## src/rtl/axil_regbank_pkg.sv

```systemverilog
// Shared constants and state types for the AXI4-Lite register bank.
package axil_regbank_pkg;

  localparam logic [1:0] MODE_RW    = 2'd0;
  localparam logic [1:0] MODE_RO    = 2'd1;
  localparam logic [1:0] MODE_W1C   = 2'd2;
  localparam logic [1:0] MODE_PULSE = 2'd3;

  localparam logic [1:0] RESP_OKAY   = 2'b00;
  localparam logic [1:0] RESP_SLVERR = 2'b10;

  localparam logic [31:0] BAD_DATA_DEFAULT = 32'h0000_0BAD;

  typedef enum logic [1:0] {WrIdle, WrExec, WrResp} wr_state_e;
  typedef enum logic {RdIdle, RdResp} rd_state_e;

endpackage

```

## src/rtl/axil_reg_cell.sv

```systemverilog
// One register word of the bank; MODE selects RW, RO, W1C or self-clearing pulse behaviour.
module axil_reg_cell
  import axil_regbank_pkg::*;
#(
  parameter int unsigned       DATA_W    = 32,
  parameter logic [1:0]        MODE      = MODE_RW,
  parameter logic [DATA_W-1:0] RESET_VAL = '0
) (
  input  logic                aclk,
  input  logic                aresetn,
  input  logic                wr_en,
  input  logic [DATA_W/8-1:0] wstrb,
  input  logic [DATA_W-1:0]   wdata,
  input  logic [DATA_W-1:0]   status_in,
  output logic [DATA_W-1:0]   value
);

  localparam logic [DATA_W-1:0] INIT_VAL = (MODE == MODE_RW) ? RESET_VAL : '0;

  logic [DATA_W-1:0] mask;
  logic [DATA_W-1:0] value_q, value_d;

  always_comb begin
    mask = '0;
    for (int b = 0; b < DATA_W / 8; b++) begin
      mask[b*8 +: 8] = {8{wstrb[b]}};
    end
  end

  always_comb begin
    value_d = value_q;
    case (MODE)
      MODE_RW: begin
        if (wr_en) value_d = (value_q & ~mask) | (wdata & mask);
      end
      MODE_W1C: begin
        if (wr_en) value_d = value_q & ~(wdata & mask);
        // Hardware set is applied last so it beats a same-cycle software clear.
        value_d = value_d | status_in;
      end
      MODE_PULSE: begin
        value_d = wr_en ? (wdata & mask) : '0;
      end
      default: begin
        value_d = '0;
      end
    endcase
  end

  always_ff @(posedge aclk) begin
    if (!aresetn) begin
      value_q <= INIT_VAL;
    end else begin
      value_q <= value_d;
    end
  end

  assign value = (MODE == MODE_RO) ? status_in : value_q;

endmodule

```

## src/rtl/axil_regbank.sv

```systemverilog
// AXI4-Lite slave with a parametrised register file and independent read/write paths.
// Optional interrupt output enabled by defining AXIL_REGBANK_IRQ_EN.
module axil_regbank
  import axil_regbank_pkg::*;
#(
  parameter int unsigned                 ADDR_W     = 32,
  parameter int unsigned                 DATA_W     = 32,
  parameter int unsigned                 NUM_REGS   = 4,
  parameter logic [ADDR_W-1:0]           BASE_ADDR  = ADDR_W'(32'h1000_0000),
  parameter logic [2*NUM_REGS-1:0]       REG_MODES  = '0,
  parameter logic [NUM_REGS*DATA_W-1:0]  RESET_VALS = '0,
  parameter logic [DATA_W-1:0]           BAD_DATA   = DATA_W'(BAD_DATA_DEFAULT)
) (
  input  logic                         aclk,
  input  logic                         aresetn,
  input  logic [ADDR_W-1:0]            s_axi_awaddr,
  input  logic                         s_axi_awvalid,
  output logic                         s_axi_awready,
  input  logic [DATA_W-1:0]            s_axi_wdata,
  input  logic [DATA_W/8-1:0]          s_axi_wstrb,
  input  logic                         s_axi_wvalid,
  output logic                         s_axi_wready,
  output logic [1:0]                   s_axi_bresp,
  output logic                         s_axi_bvalid,
  input  logic                         s_axi_bready,
  input  logic [ADDR_W-1:0]            s_axi_araddr,
  input  logic                         s_axi_arvalid,
  output logic                         s_axi_arready,
  output logic [DATA_W-1:0]            s_axi_rdata,
  output logic [1:0]                   s_axi_rresp,
  output logic                         s_axi_rvalid,
  input  logic                         s_axi_rready,
  output logic [NUM_REGS*DATA_W-1:0]   reg_q,
  output logic [NUM_REGS-1:0]          reg_wr,
  input  logic [NUM_REGS*DATA_W-1:0]   status_in
`ifdef AXIL_REGBANK_IRQ_EN
  ,
  output logic                         irq
`endif
);

  localparam int unsigned STRB_W = DATA_W / 8;
  localparam int unsigned LSB    = $clog2(STRB_W);
  localparam int unsigned IDX_W  = (NUM_REGS > 1) ? $clog2(NUM_REGS) : 1;

  function automatic logic dec_err(input logic [ADDR_W-1:0] addr);
    logic [ADDR_W-1:0] off;
    off = addr - BASE_ADDR;
    return (addr < BASE_ADDR) || ((addr & ADDR_W'(STRB_W - 1)) != '0) ||
           ((off >> LSB) >= ADDR_W'(NUM_REGS));
  endfunction

  function automatic logic [IDX_W-1:0] dec_idx(input logic [ADDR_W-1:0] addr);
    logic [ADDR_W-1:0] off;
    off = (addr - BASE_ADDR) >> LSB;
    return off[IDX_W-1:0];
  endfunction

  logic [DATA_W-1:0] reg_val [NUM_REGS];

  // Write path
  wr_state_e         wr_state_q, wr_state_d;
  logic              aw_held_q, aw_held_d;
  logic              w_held_q, w_held_d;
  logic [ADDR_W-1:0] awaddr_q;
  logic [DATA_W-1:0] wdata_q;
  logic [STRB_W-1:0] wstrb_q;
  logic              aw_hs, w_hs;
  logic              wr_err;
  logic [IDX_W-1:0]  wr_idx;

  assign s_axi_awready = (wr_state_q == WrIdle) && !aw_held_q;
  assign s_axi_wready  = (wr_state_q == WrIdle) && !w_held_q;
  assign aw_hs         = s_axi_awvalid && s_axi_awready;
  assign w_hs          = s_axi_wvalid && s_axi_wready;
  assign wr_err        = dec_err(awaddr_q);
  assign wr_idx        = dec_idx(awaddr_q);

  always_comb begin
    wr_state_d = wr_state_q;
    aw_held_d  = aw_held_q;
    w_held_d   = w_held_q;
    case (wr_state_q)
      WrIdle: begin
        if (aw_hs) aw_held_d = 1'b1;
        if (w_hs)  w_held_d  = 1'b1;
        if (aw_held_d && w_held_d) wr_state_d = WrExec;
      end
      WrExec: wr_state_d = WrResp;
      WrResp: begin
        if (s_axi_bready) begin
          wr_state_d = WrIdle;
          aw_held_d  = 1'b0;
          w_held_d   = 1'b0;
        end
      end
      default: wr_state_d = WrIdle;
    endcase
  end

  always_ff @(posedge aclk) begin
    if (!aresetn) begin
      wr_state_q <= WrIdle;
      aw_held_q  <= 1'b0;
      w_held_q   <= 1'b0;
      awaddr_q   <= '0;
      wdata_q    <= '0;
      wstrb_q    <= '0;
    end else begin
      wr_state_q <= wr_state_d;
      aw_held_q  <= aw_held_d;
      w_held_q   <= w_held_d;
      if (aw_hs) awaddr_q <= s_axi_awaddr;
      if (w_hs) begin
        wdata_q <= s_axi_wdata;
        wstrb_q <= s_axi_wstrb;
      end
    end
  end

  always_comb begin
    reg_wr = '0;
    if (wr_state_q == WrExec && !wr_err) reg_wr[wr_idx] = 1'b1;
  end

  assign s_axi_bvalid = (wr_state_q == WrResp);
  assign s_axi_bresp  = (s_axi_bvalid && wr_err) ? RESP_SLVERR : RESP_OKAY;

  // Read path; capture happens on the AR edge, so a same-cycle write is not yet visible.
  rd_state_e         rd_state_q, rd_state_d;
  logic [DATA_W-1:0] rdata_q;
  logic [1:0]        rresp_q;
  logic              ar_hs;
  logic              rd_err;
  logic [IDX_W-1:0]  rd_idx;

  assign s_axi_arready = (rd_state_q == RdIdle);
  assign ar_hs         = s_axi_arvalid && s_axi_arready;
  assign rd_err        = dec_err(s_axi_araddr);
  assign rd_idx        = dec_idx(s_axi_araddr);

  always_comb begin
    rd_state_d = rd_state_q;
    case (rd_state_q)
      RdIdle:  if (ar_hs) rd_state_d = RdResp;
      RdResp:  if (s_axi_rready) rd_state_d = RdIdle;
      default: rd_state_d = RdIdle;
    endcase
  end

  always_ff @(posedge aclk) begin
    if (!aresetn) begin
      rd_state_q <= RdIdle;
      rdata_q    <= '0;
      rresp_q    <= RESP_OKAY;
    end else begin
      rd_state_q <= rd_state_d;
      if (ar_hs) begin
        rdata_q <= rd_err ? BAD_DATA : reg_val[rd_idx];
        rresp_q <= rd_err ? RESP_SLVERR : RESP_OKAY;
      end
    end
  end

  assign s_axi_rvalid = (rd_state_q == RdResp);
  assign s_axi_rdata  = rdata_q;
  assign s_axi_rresp  = rresp_q;

  // Register cells
  for (genvar i = 0; i < NUM_REGS; i++) begin : g_reg
    axil_reg_cell #(
      .DATA_W    (DATA_W),
      .MODE      (REG_MODES[2*i +: 2]),
      .RESET_VAL (RESET_VALS[i*DATA_W +: DATA_W])
    ) u_cell (
      .aclk      (aclk),
      .aresetn   (aresetn),
      .wr_en     (reg_wr[i]),
      .wstrb     (wstrb_q),
      .wdata     (wdata_q),
      .status_in (status_in[i*DATA_W +: DATA_W]),
      .value     (reg_val[i])
    );
    assign reg_q[i*DATA_W +: DATA_W] = reg_val[i];
  end

`ifdef AXIL_REGBANK_IRQ_EN
  logic [NUM_REGS-1:0] w1c_any;
  logic                irq_q;

  for (genvar i = 0; i < NUM_REGS; i++) begin : g_irq
    assign w1c_any[i] = (REG_MODES[2*i +: 2] == MODE_W1C) && (|reg_val[i]);
  end

  always_ff @(posedge aclk) begin
    if (!aresetn) begin
      irq_q <= 1'b0;
    end else begin
      irq_q <= |w1c_any;
    end
  end

  assign irq = irq_q;
`endif

endmodule

```

## config.mk

```make
export PLATFORM = sky130hd
export DESIGN_NAME = axil_regbank
export DESIGN_NICKNAME = d
export VERILOG_FILES = /design/src/rtl/axil_regbank_pkg.sv /design/src/rtl/axil_reg_cell.sv /design/src/rtl/axil_regbank.sv
export SDC_FILE = /design/constraint.sdc
export NUM_CORES = 1
export LEC_CHECK = 0
export ABC_AREA = 1
export CAP_MARGIN = 25
export CORE_MARGIN = 5
export CORE_UTILIZATION = 44
export CTS_CLUSTER_DIAMETER = 200
export DETAILED_ROUTE_END_ITERATION = 6
export PLACE_DENSITY = 0.86
export SYNTH_ARGS = -nofsm -noshare
export SYNTH_HDL_FRONTEND = slang
export SYNTH_HIERARCHICAL = 1
export SYNTH_SLANG_ARGS = --single-unit
```

## constraint.sdc

```tcl
create_clock -name aclk -period 2 [get_ports aclk]
set_input_delay 0.5 -clock aclk [delete_from_list [all_inputs] [get_ports aclk]]
set_output_delay 0.5 -clock aclk [all_outputs]
set_load 0.02 [all_outputs]
```

Word level (Yosys, flattened, before mapping):

Cells that the tools add are included.

* flip-flop bits (word level): 235
* word-level logic and storage cells: 82
* output and inout port bits: 173
* bits of input ports: 235

* eq/ne operators: 4
* add/sub/neg operators: 2
* reduce and logical (&&, ||, !) cells: 22
* mux-type cells: 22
* bitwise gates (word level): 12
* $lt $le $gt $ge: 7

Operators by type and width (count)
* $and A32 B32 Y32: 5
* $or A32 B32 Y32: 4
* $mux W32: 3
* $bmux W32 S2: 1
* $lt A32 B29 Y1 const B: 2
* $reduce_bool A32 Y1: 2
* $sub A32 B29 Y32 const B: 2
* $ge A30 B3 Y1 const B: 2
* $not A32 Y32: 1
* $logic_and A1 B1 Y1: 9
* $mux W1: 8
* $mux W2: 4
* $pmux W1 S2: 3
* $pmux W2 S3: 1
* $logic_or A1 B1 Y1: 4
* $mux W4: 1
* $ne A2 B1 Y1 const B: 2
* $reduce_and A2 Y1: 2
* $ge A3 B3 Y1 const B: 1
* $logic_not A1 Y1: 3
* $lt A2 B3 Y1 const B: 1
* $not A2 Y3: 1
* $demux W1 S2: 1
* $eq A2 B1 Y1 const B: 1
* other kinds (5): 5

Logic depth before layout (Yosys ltp):

* depth after elaboration: 8
* mapped depth: 12
* mapped depth without buffers: 11

Cells and area by module:

Netlist, hierarchy kept.

Modules (own cells, without submodules)
* axil_regbank: area each 5373.9 um^2, cells an instance 776, instances 1, seq. area each 2122.0 um^2
* axil_reg_cell: area each 1308.8 um^2, cells an instance 203, instances 4, seq. area each 640.6 um^2

Worst setup path before layout:

OpenSTA, ideal clock, no wires.

* path kind: register -> register
* start point: register awaddr_q[20]
* end point: register with a tool-made name
* cell stages (with the launch flop): 12
* path buffers: 1
* period minus slack after synthesis: 1.928 ns
* arrival time: 1.815 ns
* setup time: 0.113 ns
* required time: 1.887 ns
* setup slack: 0.072 ns
* cells stage by stage: dfxtp_1 > nor2_1 > nand3_1 > nor2_1 > nand2_1 > nor2_1 > nand4_1 > nor2_1 > nand2_1 > buf_4 > nor2_1 > nor2_1

RTL lines
* from (decl): RTL line axil_regbank.sv:65 `logic [ADDR_W-1:0] awaddr_q;`
* from (signal assigned): RTL line axil_regbank.sv:113 `if (aw_hs) awaddr_q <= s_axi_awaddr;`

Worst setup path in the final report:

* start point: register awaddr_q[7]
* end point: output reg_wr[2]

* longest elaborated chain between the ends: 6
* elaborated cells between the ends (all ways): 8
* those cells by class: add/sub (1); order compare (2); mux (1); reduce/logical (4)

RTL lines
* $sub A32 B29 Y32 or $lt A32 B29 Y1 (tied branches)
* $ge A30 B3 Y1 or $logic_or A1 B1 Y1 (tied branches): RTL line axil_regbank.sv:50, axil_regbank.sv:49
* $logic_or A1 B1 Y1 *: RTL line axil_regbank.sv:49 `return (addr < BASE_ADDR) || ((addr & ADDR_W'(STRB_W - 1)) != '0) ||`
* $logic_not A1 Y1 *: RTL line axil_regbank.sv:123 `if (wr_state_q == WrExec && !wr_err) reg_wr[wr_idx] = 1'b1;`
* $logic_and A1 B1 Y1 *: RTL line axil_regbank.sv:123
* $mux W4 *: RTL line axil_regbank.sv:123
* to (decl): RTL line axil_regbank.sv:34 `output logic [NUM_REGS-1:0] reg_wr,`

Mark *: on every way between the ends. The rest lies on a longest branch, timed or not.

==> results.py <==
metrics = {
    "outcome": {
        "outcome": "finished, violations left",
        "violations": "setup timing",
    },
    "final_layout": {
        "layout-drive-gt1-share_pct": 13.4,
        "post-route-util_pct": 63.5,
        "synthToLayoutAreaGrowth_pct": 41.4,
        "num-nets-final": 2109,
    },
    "power": {
        "p_leak_nw": 7.78,
        "p_clk_share_pct": 41.8,
        "seq_power_share_pct": 45.9,
        "switchingPower_mw": 2.86,
        "power.density_mw_per_mm2": 723,
        "switching_share_pct": 26.4,
        "p_int_mw": 7.98,
        "p_total_mw": 10.8,
        "irDropWorstVdd_mv": 0.478,
        "combPwrFrac_pct": 12.3,
    },
    "timing": {
        "setup_ws_ns": -0.422,
        "clock_skew_ns": 0.0174,
        "setup_viol": 37,
        "hold_viol": 0,
        "max_freq_mhz": 413,
        "slew_viol_final": 0,
        "fin_tns_setup_ns": -3.29,
        "layout_min_cycle_time_ns": 2.42,
        "rsz0062_at_grt": "true",
        "fin_crit_sh_pct": 121,
    },
    "synthesis": {
        "syn_area_sq_mm": 0.0106,
        "synth_warnings": 6,
        "muxShareOfSynthArea_pct": 0,
        "async_flop_share_pct": 0,
        "ys_seq_elements": 234,
        "synth_top_family_by_area": "simple AND/OR/NAND/NOR gates",
        "synth.distinct_cells": 32,
        "synth-simple-area-share_pct": 34.2,
        "ys_top_cells_by_count": "nor2_1 (416), nand2_1 (383), dfxtp_1 (234), inv_1 (161), o21ai_0 (82)",
        "synth_enable_flop_cells": 0,
        "yosys_most_used_dff": "dfxtp_1",
        "synthAdderAreaFrac_pct": 0,
        "ys_top_cells_by_area": "dfxtp_1 (44%), nor2_1 (15%), nand2_1 (14%)",
        "yosysTopAreaCellShare_pct": 44.2,
        "synth_xor_area_share_pct": 0,
        "synth_cells": 1588,
        "synth.largest_area_cell": "dfxtp_1",
        "yosysSeqAreaShare_pct": 44.2,
        "yosysMostFrequentCell": "nor2_1",
        "synth_compound_area_share_pct": 10.5,
        "avgSynthCellArea_sq_um": 6.68,
    },
    "hold_path": {
        "hold_path.class": "reg -> reg",
    },
    "global_route": {
        "antenna_found_initial": 2,
        "global_route.usage.total_pct": 25.7,
        "grt_start_max_net_pins": 80,
        "grt_overflow": 0,
        "grt_first_pass_wirelength_mm": 56.5,
        "grt_pass1_vias": 10700,
    },
    "placed_design": {
        "gp_congestion": 0.874,
        "portBuffers": 277,
        "dp_hpwl_mm": 25.7,
    },
    "floorplanning": {
        "core_area_sq_mm": 0.0236,
        "pin_count": 408,
        "die_area_sq_mm": 0.0273,
        "rows": 56,
        "start_util_pct": 44.9,
        "die_h_um": 165,
        "die_w_um": 165,
    },
    "cts": {
        "numCtsBuffers": 25,
        "cts_num_sinks": 234,
        "cts_tree": "yes",
        "h-tree-depth": 1,
        "cts.clk_slew.worst_paths_ns": 0.06,
        "hold_buffers": 0,
        "cts_root_buf": "clkbuf_16",
        "clkLatencyLatePin_ns": 0.53,
        "cts_max_path_buffers": 3,
    },
    "drt": {
        "avgViaCountPerCell": 5.12,
        "antenna_left": 0,
        "wl_per_cell_um": 17.1,
        "drt-total-wl_mm": 37.9,
        "num_vias": 11300,
        "firstDrtPassIters": 6,
        "drtIter0Drc": 926,
        "drc_errors": 0,
    },
    "worst_setup_path": {
        "cp_max_fo": 3,
        "endpoint_kind": "output port",
        "start_kind": "register",
        "crit_required_ns": 1.50,
        "path_class": "reg -> out",
        "arrival_ns": 1.92,
    },
    "job": {
        "maxCapViolations": 0,
    },
}
stage by stage:
stage / hold WS [ns] / setup WS (ns) / instance area (sq um) / instances
6_report: 0.459 / -0.422 / 15000 / 2212
5_1_grt: 0.474 / -0.521 / 15000 / 2212
4_1_cts: 0.442 / -0.348 / 14500 / 2212
3_5_place_dp: 0.449 / -0.270 / 13800 / 2160
3_3_place_gp: 0.442 / -0.224 / 13800 / 2160
2_1_floorplan: 0.429 / 0.0721 / 10600 / 1589
path summary, 6_finish.rpt:
kind                                 start  depth (start not counted)                       end  slack (ns)
setup / recovery  awaddr_q[7]$_SDFFE_PN0P_                          8                 reg_wr[2]       -0.42
hold / removal    awaddr_q[9]$_SDFFE_PN0P_                          2  awaddr_q[9]$_SDFFE_PN0P_        0.46
setup reg to reg  awaddr_q[7]$_SDFFE_PN0P_                         14                  register       -0.10
hold reg to reg   awaddr_q[9]$_SDFFE_PN0P_                          2  awaddr_q[9]$_SDFFE_PN0P_        0.46
logic make-up (layout without fill, tap and decap cells):
family | after synthesis | count (layout)
flops | 234 | 234
simple gates | 898 | 898
other cells | 1 | 3
buf+inv | 252 | 555
compound gates | 203 | 203
power groups by stage:
stage               clock network, mW  registers, mW  logic [mW]
CTS                              4.59           4.96        1.30
global route                     4.77           4.99        1.45
global placement                    0           5.05        1.27
detailed placement                  0           5.06        1.30
floorplan                           0           5.04       0.728
finish                           4.54           4.98        1.33
cells in the final DEF (no fill, tap or decap), drive strengths merged, types with 2 or more instances in the layout:
cell           netlist  final
nand3               82     82
nand4                2      2
clkdlybuf4s50        0    104
conb                 1      2
clkinv               1      3
clkinvlp             0      2
o21ai               92     92
dlygate4sd2          0    149
nor2               421    421
dlymetal6s2s         0     13
nor3                 3      3
buf                 54     78
nand2              388    388
o22ai               12     12
inv                163    164
a21oi               96     96
dfxtp              234    234
clkbuf              34     42
cell type report:
cell class	instances	area, sq um
Antenna cell	1	2.50
Clock buffer	40	762
Clock inverter	5	45.0
Fill cell	2036	8610
Inverter	164	617
Multi-Input combinational cell	1103	5090
Sequential cell	234	4690
Tap cell	319	399
Timing Repair Buffer	346	3400
routing by layer:
| layer | global-route usage (%) | up-vias | wire, um |
|---|---|---|---|
| met5 | 0 | - | 18 |
| met4 | 8.88 | 2 | 1190 |
| met3 | 5.31 | 99 | 3590 |
| met2 | 43.6 | 567 | 18200 |
| met1 | 32.6 | 5213 | 15000 |
| li1 | - | 5453 | - |
worst max-delay path, stage by stage, from the launching register on:
cell,delay [ns]
dfxtp_2,0.33
nor2_2,0.11
nand3_1,0.09
nor2_1,0.13
nand2_1,0.08
nor2_2,0.15
nand4_1,0.17
nor2_2,0.18
buf_6,0.14
repair_timing:
| item | in CTS | in global routing |
|---|---|---|
| pin swaps | 2 | 32 |
| cloned | 0 | 3 |
| setup buffers | 7 | 3 |
| endpoints found under the setup margin | 156 | 138 |
| resized for setup | 197 | 149 |
Power figures use the tool's default switching activity.
==> patch 1: new RTL, same flow settings <==
The 3 states of `wr_state_e` get a one-hot encoding in 3 bits.
--- a/src/rtl/axil_regbank_pkg.sv
+++ b/src/rtl/axil_regbank_pkg.sv
@@ -11,7 +11,7 @@
 
   localparam logic [31:0] BAD_DATA_DEFAULT = 32'h0000_0BAD;
 
-  typedef enum logic [1:0] {WrIdle, WrExec, WrResp} wr_state_e;
+  typedef enum logic [2:0] {WrIdle = 3'b001, WrExec = 3'b010, WrResp = 3'b100} wr_state_e;
   typedef enum logic {RdIdle, RdResp} rd_state_e;
 
 endpackage
Check against the original RTL: no difference found for any inputs over 4 cycles, from zero or initial values and one cycle with aresetn low; so few cycles prove little.
==> patch 1 against the unedited design <==
  * The flow finishes with violations (DRC, setup timing)
  * Sequential cell count is 1 higher
  * Total power up 17%
  * Worst setup slack better by 130 ps
  * Area after synthesis shrank 3.0%
  * Wire length fell by 10%
  * Critical path type unchanged
  * Critical path depth is the same
  * Final area down 2.7%
  * Register-to-register slack better by 200 ps
==> patch 1: results (changes against the unedited design) <==
| Metric | Value |
|---|---|
| Outcome | `finished, violations left` |
| Violations in the final reports | `DRC, setup timing` |
| Global routing usage summed across all routing layers | `0.245 (-0.0121)` |
| Pin count of the biggest net entering global routing | `86 (+7.5%)` |
| Number of global-route vias before repair | `10400 (-2.9%)` |
| Global placer's final weighted congestion | `0.849 (-2.9%)` |
| Launch point of the worst reg-to-reg path | `awaddr_q[25]` |
| Length in cells of the worst reg-to-reg path | `13 (-1)` |
| Logic pwr share | `0.199 (+0.076)` |
| Fraction of layout instances using a drive strength above 1 | `0.0806 (-0.0531)` |
| Final #Nets | `2119 (+0.47%)` |
| Min-Delay Startpoint | `awaddr_q[24]` |
| Share of the synthesized area in compound gates (AO/OA/AOI/OAI) | `0.106 (+0.00154)` |
| Sequential-to-total area share from yosys stat | `0.457 (+0.0156)` |
| Slack of the worst reg-to-reg path | `100 ps (+200 ps)` |
| Via Count | `10900 (-3.5%)` |
| P_int | `9010 uW (+13%)` |
| Global-route wire length before repair | `53000 um (-6.2%)` |
| Met2 routed wirelength | `15900 um (-12%)` |
| Clock power share | `0.370 (-0.048)` |
| Number of library cell types mapped by synthesis | `23 (-28%)` |
| Worst Setup Slack, final | `-291 ps (+131 ps)` |
| Worst Hold Endpoint | `awaddr_q[24]` |
| Grt met1 use | `0.307 (-0.0184)` |
| Number of setup violations in the final report | `5 (-86%)` |
| Total congestion overflow after global routing | `0 (unchanged)` |
| Data arrival at the endpoint of the critical path | `1790 ps (-130 ps)` |
| Leading post-synthesis cells by cell area | `dfxtp_1, nand2_1, nor2_1, inv_1, o21ai_0` |
| Post-Route Skew | `10.5 ps (-6.97 ps)` |
| Worst-path cell with the longest stage delay | `dfxtp_1` |
| Static leakage | `0.00785 uW (+0.84%)` |
| Initial antenna violation count | `5 (+3)` |
| Last element of the critical path | `reg_wr[0]` |
| Remaining DRCs | `1 (+1)` |
| Largest stage delay, worst path | `290 ps (-40 ps)` |
| Worst hold slack across all endpoints | `455 ps (-3.61 ps)` |
| Met2 Use GR | `0.412 (-0.0245)` |
| Met1 layer wirelength in the final routing | `13800 um (-7.9%)` |
| Net Sw Power | `3650 uW (+27%)` |
| Number of detailed-routing iterations run before antenna repair | `7 (+1)` |
[patch 1: changes by cell type in the layout (fill, tap and decap cells not counted), sizes merged, moves of 12 or more]
| cell | before | now |
|---|---|---|
| inv | 164 | 183 |
| clkdlybuf4s50 | 104 | 117 |
| nand2 | 388 | 417 |
| o21ai | 92 | 105 |
| dlygate4sd2 | 149 | 132 |
| nor2 | 421 | 409 |
| nand3 | 82 | 30 |
[patch 1: cell type report]
| cell class | count | area [um2] |
|---|---|---|
| antenna | 4 | 10.0 |
| clock buffer | 33 | 706 |
| clock inverter | 8 | 115 |
| fill | 2068 | 8670 |
| inverter | 183 | 687 |
| multi-input combinational | 1085 | 4540 |
| sequential | 235 | 4710 |
| tap | 319 | 399 |
| timing repair buffer | 354 | 3440 |
[patch 1: per-stage QoR]
| stage | instance area [um2] | cells | worst slack (ps) | setup TNS [ps] |
|---|---|---|---|---|
| CTS | 14500 | 2215 | -282 | -1230 |
| detailed placement | 13800 | 2173 | -328 | -3270 |
| global placement | 13800 | 2173 | -295 | -2610 |
| global route | 14600 | 2221 | -410 | -3530 |
| finish | 14600 | 2221 | -291 | -1350 |
| floorplan | 10300 | 1583 | 83.5 | 0 |
[patch 1: critical path, delay by kind of cell (launching register included)]
kind,cells,cell delay [ps]
simple gates,6,800
flops,1,290
buf+inv,2,190
[patch 1: cell families (layout without fill, tap and decap cells)]
logic type | Yosys count | in the layout
AO/OA/AOI/OAI | 215 | 215
buffers and inverters | 263 | 578
AND/OR/NAND/NOR | 868 | 868
flip-flops | 235 | 235
other | 1 | 6
[patch 1: what timing repair did]
item,CTS,global route
pin swaps,1,10
resized for setup,184,37
hold endpoints to repair,0,0
endpoints found under the setup margin,141,96
setup buffers,1,3
==> patch 2: new RTL, same settings <==
Made on the original files. Set the parameter `REG_MODES` to 1 (it was '0).
--- a/src/rtl/axil_regbank.sv
+++ b/src/rtl/axil_regbank.sv
@@ -7,7 +7,7 @@
   parameter int unsigned                 DATA_W     = 32,
   parameter int unsigned                 NUM_REGS   = 4,
   parameter logic [ADDR_W-1:0]           BASE_ADDR  = ADDR_W'(32'h1000_0000),
-  parameter logic [2*NUM_REGS-1:0]       REG_MODES  = '0,
+  parameter logic [2*NUM_REGS-1:0]       REG_MODES  = 1,
   parameter logic [NUM_REGS*DATA_W-1:0]  RESET_VALS = '0,
   parameter logic [DATA_W-1:0]           BAD_DATA   = DATA_W'(BAD_DATA_DEFAULT)
 ) (
Formal check against the unedited RTL: not equivalent (Yosys sat finds a counterexample within 4 cycles, from zero or initial values and one cycle with aresetn low).
==> patch 2 against the unedited design <==
  * The flow still finishes with violations (setup timing)
  * Wire length shrank 11%
  * Sequential cell count shrank 32
  * Worst setup slack gained 97 ps
  * Combinational power grew 15%
  * Clock power shrank 13%
  * Total power shrank 9.6%
  * Sequential share of layout area shrank 1.8 points
  * Final area shrank 8.5%
  * Area after synthesis shrank 10%
  * Final cell count shrank 9.4%
==> patch 2: results (changes against the unedited design) <==
| Metric | Value |
|---|---|
| Length in cells of the worst reg-to-reg path | `13 (-1)` |
| Pin count of the biggest net entering global routing | `59 (-26%)` |
| Leading post-synthesis cells by cell area | `dfxtp_1, nor2_1, nand2_1, inv_1, buf_4` |
| Worst hold slack across all endpoints | `400 ps (-58.7 ps)` |
| Sequential-to-total area share from yosys stat | `0.424 (-0.0177)` |
| Routed length per placed instance | `16.9 um (-1.2%)` |
| Number of detailed-routing iterations run before antenna repair | `5 (-1)` |
| Total placed instance area | `12900 um2 (-6.5%)` |
| Number of cells on the worst hold path | `3 (+1)` |
| Slack of the worst reg-to-reg path | `70 ps (+170 ps)` |
| Number of I/O port buffers | `309 (+12%)` |
| Starting DRT DRC Count | `727 (-21%)` |
| Buffer depth of the longest clock path | `3 (unchanged)` |
| Top cell family by delay on the critical path | `simple AND/OR/NAND/NOR gates` |
| Worst Hold Endpoint | `wdata_q[2]` |
| VDD IR max | `0.488 mV (+2.0%)` |
| Top cells by instance count after synthesis | `nor2_1, nand2_1, dfxtp_1` |
| Number of global-route vias before repair | `9801 (-8.8%)` |
| Critical path startpoint | `awaddr_q[20]` |
| Fraction of layout instances using a drive strength above 1 | `0.112 (-0.0220)` |
| Worst Setup Slack, final | `-325 ps (+96.8 ps)` |
| Min-Delay Startpoint | `aresetn` |
| Root Buffer | `clkbuf_16` |
| Violations in the final reports | `setup timing` |
| Static leakage | `0.00735 uW (-5.5%)` |
| Post-Route Skew | `9.30 ps (-8.13 ps)` |
| Global placer's final weighted congestion | `0.852 (-2.5%)` |
| Data arrival at the endpoint of the critical path | `1820 ps (-100 ps)` |
| Outcome | `finished, violations left` |
| Number of buffers created by CTS | `22 (-12%)` |
| Yosys Warn Count | `6 (unchanged)` |
| Total Neg Setup Slack | `-1300 ps (+2000 ps)` |
| Final #Nets | `1947 (-7.7%)` |
| Via Count | `10100 (-11%)` |
| Last element of the critical path | `reg_wr[1]` |
| Worst min path class | `primary input to flop` |
| Final antenna diode count | `0 (-1)` |
| Number of setup violations in the final report | `5 (-86%)` |
| Global-route wire length before repair | `50800 um (-10%)` |
| Insertion delay of the later-clocked pin in the worst-skew pair | `500 ps (-30 ps)` |
| Initial antenna violation count | `1 (-1)` |
| Global routing usage summed across all routing layers | `0.256 (-0.00138)` |
| Minimum setup slack after placement | `-263 ps (+6.94 ps)` |
| HPWL reported at the end of detailed placement | `23600 um (-8.3%)` |
[patch 2: changes by cell type in the layout (fill, tap and decap cells not counted), moves of 18 or more]
cell             delta
dlygate4sd2_1      -53
clkdlybuf4s50_1    +52
nor2_1             -50
dfxtp_1            -33
inv_1              -33
dlymetal6s2s_1     +31
nand2_2            -31
buf_4              +23
nand2_1            -18
nor2_2             -18
[patch 2: repair_timing]
action | CTS | global route
pin swaps | 4 | 7
cloned | 0 | 1
buffers inserted | 4 | 0
hold endpoints to repair | 0 | 0
setup endpoints to repair | 104 | 145
resized for setup | 150 | 68
[patch 2: stage by stage]
stage / util / instances
after floorplan: - / 1418
after global placement: 0.611 / 1962
after detailed placement: 0.611 / 1962
after CTS: 0.641 / 2006
after global routing: 0.649 / 2003
final: 0.649 / 2003
[patch 2: cell families (layout without fill, tap and decap cells)]
| group | count (synthesis) | in the layout | share of synthesized area |
|---|---|---|---|
| compound gates | 203 | 203 | 0.117 |
| buf+inv | 245 | 555 | 0.131 |
| flops | 202 | 202 | 0.424 |
| other cells | 1 | 2 | 0.000393 |
| simple gates | 766 | 766 | 0.328 |
[patch 2: routing by layer]
layer	GRT usage	wire length, um	vias to the layer above
li1	-	-	4943
met1	0.314	13100	4605
met2	0.441	16300	504
met3	0.0624	3510	80
met4	0.0840	1100	2
met5	0	13	-
[patch 2: where the power goes]
part	leakage (uW)	switching (uW)	total, uW	internal [uW]
clock	0.000342	1650	3970	2320
combinational	0.00537	873	1530	660
sequential	0.00164	116	4300	4180
[patch 2: final cells by class]
class	instances	area, um2
inverters	132	498
clock inverters	6	58.8
fillers	1819	7420
repair buffers	383	3800
flip-flops and latches	202	4050
clock buffers	34	637
multi-input cells	971	4340
well taps	275	344
